<file path="config.mk">
export PLATFORM = sky130hd
export DESIGN_NAME = multu_product_datapath
export DESIGN_NICKNAME = d
export VERILOG_FILES = /design/src/rtl/multu_product_datapath_pkg.sv /design/src/rtl/multu_result_buffer.sv /design/src/rtl/multu_product_datapath.sv
export SDC_FILE = /design/constraint.sdc
export NUM_CORES = 1
export LEC_CHECK = 0
export CORE_MARGIN = 2
export CORE_UTILIZATION = 55
export CTS_CLUSTER_SIZE = 28
export DETAILED_ROUTE_END_ITERATION = 6
export HOLD_SLACK_MARGIN = 0.05
export PLACE_DENSITY = 0.93
export SYNTH_ARGS = -nofsm -noshare
export SYNTH_HDL_FRONTEND = slang
export SYNTH_SLANG_ARGS = --single-unit
export TNS_END_PERCENT = 100
</file>
<file path="constraint.sdc">
create_clock -name clk -period 4.2 [get_ports clk]
set_input_delay 0.84 -clock clk [delete_from_list [all_inputs] [get_ports clk]]
set_output_delay 0.84 -clock clk [all_outputs]
set_load 0.05 [all_outputs]
</file>
<file path="src/rtl/multu_product_datapath_pkg.sv">
// Shared constants and types for the shift-add multiplier product datapath.
package multu_product_datapath_pkg;

    localparam int unsigned WIDTH_DEFAULT = 32;

    typedef enum logic {
        BufEmpty = 1'b0,
        BufFull  = 1'b1
    } buf_state_e;

endpackage

</file>
<file path="src/rtl/multu_result_buffer.sv">
// One-entry valid/ready holding register for finished products, with a sticky drop flag.
module multu_result_buffer
    import multu_product_datapath_pkg::*;
#(
    parameter int unsigned DW = 64
) (
    input  logic          clk,
    input  logic          Reset_n,
    input  logic          cap,
    input  logic [DW-1:0] cap_data,
    input  logic          out_ready,
    output logic          out_valid,
    output logic [DW-1:0] out_data,
    output logic          err_drop
);

    buf_state_e    state_q, state_d;
    logic [DW-1:0] data_q;
    logic          err_q, err_d;
    logic          load;

    always_ff @(posedge clk or negedge Reset_n) begin
        if (!Reset_n) begin
            state_q <= BufEmpty;
            data_q  <= '0;
            err_q   <= 1'b0;
        end else begin
            state_q <= state_d;
            err_q   <= err_d;
            if (load) begin
                data_q <= cap_data;
            end
        end
    end

    always_comb begin
        state_d = state_q;
        err_d   = err_q;
        load    = 1'b0;
        unique case (state_q)
            BufEmpty: begin
                if (cap) begin
                    load    = 1'b1;
                    state_d = BufFull;
                end
            end
            BufFull: begin
                if (out_ready) begin
                    // A same-edge capture replaces the consumed entry, so nothing is lost.
                    if (cap) begin
                        load = 1'b1;
                    end else begin
                        state_d = BufEmpty;
                    end
                end else if (cap) begin
                    err_d = 1'b1;
                end
            end
            default: state_d = BufEmpty;
        endcase
    end

    assign out_valid = (state_q == BufFull);
    assign out_data  = data_q;
    assign err_drop  = err_q;

endmodule

</file>
<file path="src/rtl/multu_product_datapath.sv">
// Multiplicand/product registers and carry-keeping adder of the shift-add multiplier,
// plus capture of each finished product into the result buffer.
module multu_product_datapath
    import multu_product_datapath_pkg::*;
#(
    parameter int unsigned WIDTH = WIDTH_DEFAULT
) (
    input  logic               clk,
    input  logic               Reset_n,
    input  logic [WIDTH-1:0]   Multiplicand,
    input  logic [WIDTH-1:0]   Multiplier,
    input  logic               W_ctrl,
    input  logic               SRL_ctrl,
    input  logic               Addu_ctrl,
    input  logic               Ready,
    output logic               LSB,
    output logic [2*WIDTH-1:0] Product,
    output logic               out_valid,
    input  logic               out_ready,
    output logic [2*WIDTH-1:0] out_data,
    output logic               err_drop
);

    logic [WIDTH-1:0]   mcand_q, mcand_d;
    logic [2*WIDTH-1:0] product_q, product_d;
    logic               captured_q, captured_d;
    logic [WIDTH:0]     sum;
    logic               cap;

    always_ff @(posedge clk or negedge Reset_n) begin
        if (!Reset_n) begin
            mcand_q    <= '0;
            product_q  <= '0;
            captured_q <= 1'b0;
        end else begin
            mcand_q    <= mcand_d;
            product_q  <= product_d;
            captured_q <= captured_d;
        end
    end

    // Carry-out lands in the top bit before the shift, so it is never lost.
    assign sum = {1'b0, product_q[2*WIDTH-1:WIDTH]} + {1'b0, mcand_q};

    always_comb begin
        mcand_d   = mcand_q;
        product_d = product_q;
        if (W_ctrl) begin
            mcand_d   = Multiplicand;
            product_d = {{WIDTH{1'b0}}, Multiplier};
        end else if (SRL_ctrl) begin
            if (Addu_ctrl) begin
                product_d = {sum, product_q[WIDTH-1:1]};
            end else begin
                product_d = {1'b0, product_q[2*WIDTH-1:1]};
            end
        end
    end

    // One capture per run: only a reload re-arms it while Ready stays high.
    assign cap = Ready & ~captured_q & ~W_ctrl;

    always_comb begin
        captured_d = captured_q;
        if (W_ctrl) begin
            captured_d = 1'b0;
        end else if (cap) begin
            captured_d = 1'b1;
        end
    end

    assign LSB     = product_q[0];
    assign Product = product_q;

    multu_result_buffer #(
        .DW (2 * WIDTH)
    ) u_result_buffer (
        .clk       (clk),
        .Reset_n   (Reset_n),
        .cap       (cap),
        .cap_data  (product_q),
        .out_ready (out_ready),
        .out_valid (out_valid),
        .out_data  (out_data),
        .err_drop  (err_drop)
    );

endmodule

</file>
# [After elaboration in Yosys (flattened, before gate mapping)]
# Index checks and enable logic that the tools add are counted.
[classes] add_sub_neg=1 n_mux=10 bitwise_logic=6 n_reduce_logical=3
[ops] cell="64-bit two-way mux" count=3
[ops] cell="32-bit by 32-bit adder with 33-bit output" count=1
[ops] cell="1-bit two-way mux" count=5
[ops] cell="1-bit NOT" count=4
[ops] cell="1-bit case mux with 2 select lines" count=2
[ops] cell="2-bit nonzero test" count=2
[ops] cell="3-bit AND reduction" count=1
[ops] cell="1-bit AND" count=2
[word_totals] regBits=163 input_bits=71 output_inout_bits=131

# [Depth between registers and ports, before layout]
[depth] depth_word=6 ltp_mapped=9 mapped_depth_nobuf=9

# [Cells and area by module]
# From an unflattened synthesis, not the netlist that was laid out.
[hier_totals] hier_cells=765 area_unflattened_um2=8738.4
[modules_own_cells] module="multu_product_datapath" instances=1 cells_each=624 area_per_inst_um2=6033.3 seq_area_each_um2=2427.3
[modules_own_cells] module="multu_result_buffer" instances=1 cells_each=141 area_per_inst_um2=2705.1 seq_area_each_um2=1651.6

# [Worst setup path after synthesis]
# Ideal clock, no wire load.
[synth_path] kind="register -> register" from="register product_q[32], in the netlist Product[32]" to="register product_q[53], in the netlist Product[53]" arrival_time_ns=2.794 slack_ns=1.318 path_stages_with_launch=10 synth_period_minus_slack_ns=2.882 cell_sequence="dfrtp_1 > ha_1 > fa_1 > a21oi_1 > o211ai_1 > nand4_1 > a2111oi_2 > a21boi_2 > or3b_2 > a41oi_1"
[synth_via] elab_chain_cells=4
[synth_rtl] element="start: declaration" line_no="multu_product_datapath.sv:25" source="logic [2*WIDTH-1:0] product_q, product_d;"
[synth_rtl] element="start signal: assignment" line_no="multu_product_datapath.sv:37" source="product_q <= product_d;"
[synth_rtl] element="32-bit by 32-bit adder with 33-bit output" line_no="multu_product_datapath.sv:43" source="assign sum = {1'b0, product_q[2*WIDTH-1:WIDTH]} + {1'b0, mcand_q};"
[synth_rtl] element="64-bit two-way mux" line_no="multu_product_datapath.sv:52" source="if (Addu_ctrl) begin"
[synth_rtl] element="64-bit two-way mux" line_no="multu_product_datapath.sv:51" source="end else if (SRL_ctrl) begin"
[synth_rtl] element="64-bit two-way mux" line_no="multu_product_datapath.sv:48" source="if (W_ctrl) begin"
# Every way passes these cells. The select of a mux whose other input is x is not followed.
# A chain may end at the register's enable or synchronous reset.

# [Worst setup path in the final report]
# Same ends and word-level chain as after synthesis.

==> key figures <==
Die
  • Row Count: 45
  • Die area: 0.0167 mm^2
  • Core area: 0.0153 mm^2
  • IO Count: 202
  • Die Ht: roughly 130 um
  • Starting Density: between 50% and 60%
  • Die Wd: 129 um

GRT
  • Vias in the first global route: 6968
  • Global-route wire length before repair: 36100 um
  • Antenna violations before repair: 0
  • Largest net degree at the start of global routing: around 100
  • Gr ovfl total: 0
  • Total track usage: between 20 and 30%

Cells and area
  • Layout cells sized above 1: 15.4%
  • Commonest non-fill, non-tap cell in the layout: clkdlybuf4s50_1
  • Utilization after layout: 74.6%
  • Finished Cell Area: 0.0114 mm^2
  • Commonest non-fill, non-tap cells in the layout: 198 x clkdlybuf4s50_1, 163 x dfrtp_1, 95 x mux2_2
  • Fillers: a little under 1000
  • Synth-to-Final Area Change: 31.9%
  • ANT cells: 0
  • Fin nets: 1076

STA
  • RSZ-0062 raised after global routing: no
  • Worst rel slew slack: between 30% and 40%
  • Worst Skew: about 0.0079 ns
  • Worst Tran Pin Value: approximately 0.94 ns
  • Hold Fails Final Rpt: 0
  • Setup violations, final: 0
  • Tmin final: 3.00 ns
  • Slew Viols, Final: 0
  • Fmax: 0.334 GHz
  • Setup TNS Final: 0 ns
  • Period utilization: 71.4%

Placement
  • Detailed Place HPWL: between 15000 and 20000 um
  • DP Area: 0.0108 mm^2
  • PortBufs: 201
  • RePlAce Congestion: about 0.91

Detailed routing
  • First DRT Iteration DRCs: 420
  • Post-Route WL: roughly 23000 um
  • Remaining DRCs: 0
  • Vias/cell: 5.87
  • WL/cell: between 15 and 20 um
  • Post-DRT Antenna Nets: 0
  • Detailed Routing Iterations Pass 1: 6
  • Detailed-route via count: between 7000 and 8000

Power
  • Clock power frac: between 20% and 30%
  • Max IR drop VDD: ~0.36 mV
  • NetSw: between 2 and 2.5 mW
  • Leakage Power: just over 5 nW
  • Sequential power share: between 30% and 40%
  • Switch share: about two fifths
  • Cell Pwr Density: about 500 mW/mm^2
  • Internal: roughly 3.5 mW
  • Logic pwr share: 37.3%

CTS
  • Postcts setup bufs: 0
  • Clk_lat worst skew: around 0.43 ns
  • Clock sink count: about 160
  • CTS clk-pin slew, worst paths: 0.06 ns
  • Resized cells post-CTS: 0
  • Hold Buf Count CTS: 0
  • Clk root buf: clkbuf_16
  • H-tree depth: 4
  • Total CTS buffers: 17
  • CTS tree: done
  • Worst-case clock buffer depth: 2

Setup path
  • Type of the worst setup path: flop to flop
  • Worst path buffer plus inverter count: 0
  • CP max stage delay: 0.59 ns
  • Stages on worst setup path: 9
  • Critical Path Source Type: flop
  • Crit-path slowest cell: a2111oi_2
  • Required time of the critical path: between 4 and 5 ns
  • Crit path DAT: approximately 3.3 ns
  • R2r worst-path depth: 9
  • Worst-path fanout max: 6
  • Critical Path, Cell by Cell: ha_1, fa_1, a21oi_1, o211ai_1, nand4_1, a2111oi_2, a21boi_2, or3b_2, a41oi_1
  • Setup crit end kind: flop
  • CP delay by family, top: compound AO/OA/AOI/OAI gates

Logic synthesis
  • Syn_area_per_cell: approximately 11 um^2
  • Syn_nets: 894
  • Unique masters post-synth: around 70
  • Seq/Total Area, Yosys: between 40% and 50%
  • Post-Syn Instances: slightly below 800
  • Post-synth EDFFs: 0
  • YS warnings: 0
  • Seq cells post-synth: 163
  • Post-Syn Area: between 0.008 and 0.009 mm^2
  • Ys async rst share: 100%
  • Top FF cell, synth: dfrtp_1

Status
  • Status: finished clean

Worst hold path
  • Hold Path Cell Cnt: 1
  • Worst min-delay path category: flop to flop

Flow run
  • Max Cap Viol: 0
-- cell families after synthesis --
logic type | after synthesis | synth area share, %
XOR/XNOR | 16 | 1.62
multiplexers | 150 | 18.8
AO/OA/AOI/OAI | 190 | 14.8
adder cells (fa/ha/maj) | 33 | 4.87
AND/OR/NAND/NOR | 178 | 9.99
flip-flops | 163 | 47.3
buffers and inverters | 60 | 2.70
-- synth_stat cells (all sizes together), types with 11 or more instances --
cell | number | area (um^2)
inv | 16 | 60.1
nand3 | 14 | 70.1
mux2 | 95 | 1070
mux2i | 55 | 551
nand2 | 62 | 235
o21ai | 55 | 279
a21oi | 44 | 220
dfrtp | 163 | 4080
nor2 | 41 | 154
nand2b | 11 | 68.8
ha | 32 | 400
clkbuf | 35 | 134
o21bai | 13 | 97.6
a211oi | 15 | 113
a21o | 13 | 101
-- area by class of cell --
cell class,count,area (um^2),area share [%]
Multi-Input combinational cell,567,4330,38.0
Sequential cell,163,4080,35.8
Clock inverter,10,124,1.09
Clock buffer,22,464,4.08
Inverter,16,60.1,0.527
Tap cell,211,264,2.32
Timing Repair Buffer,207,2070,18.1
-- path summary, 6_finish.rpt --
kind                                     startpoint                       end  slack, ns
min in group asynchronous                   Reset_n                Product[4]       0.50
max in group asynchronous                   Reset_n               mcand_q[26]       2.85
hold / removal             u_result_buffer.err_drop  u_result_buffer.err_drop       0.48
setup reg to reg                        Product[32]               Product[53]       1.20
hold reg to reg            u_result_buffer.err_drop  u_result_buffer.err_drop       0.48
setup / recovery                        Product[32]               Product[53]       1.20
-- metrics by stage --
step	power [mW]	cells	setup slack (ns)	hold WS [ns]
2_1_floorplan	3.37	790	1.32	0.465
3_3_place_gp	4.04	1164	1.25	0.461
3_5_place_dp	4.10	1164	1.21	0.466
4_1_cts	5.67	1196	1.26	0.485
5_1_grt	5.89	1196	1.09	0.498
6_report	5.65	1196	1.20	0.484
-- routing by layer --
metal,global-route usage (%),share of wire (%)
met1,33.1,40
met2,48.2,50
met3,6.85,7.3
met4,11.4,2.9
met5,0,0
-- flip-flops by register name, summed over array words and instances (netlist names) --
name	cells
u_result_buffer.out_data	64
u_result_buffer.out_valid	1
mcand_q	32
Product	64
u_result_buffer.err_drop	1
captured_q	1
-- power groups by stage --
stage | Sequential, mW | Combinational, mW | Clock [mW]
after CTS | 1.98 | 2.10 | 1.58
after global routing | 2.02 | 2.22 | 1.65
after floorplan | 2.69 | 0.688 | 0
after detailed placement | 2.01 | 2.09 | 0
after global placement | 2.00 | 2.05 | 0
final | 1.98 | 2.10 | 1.56
Power figures use the tool's default switching activity.
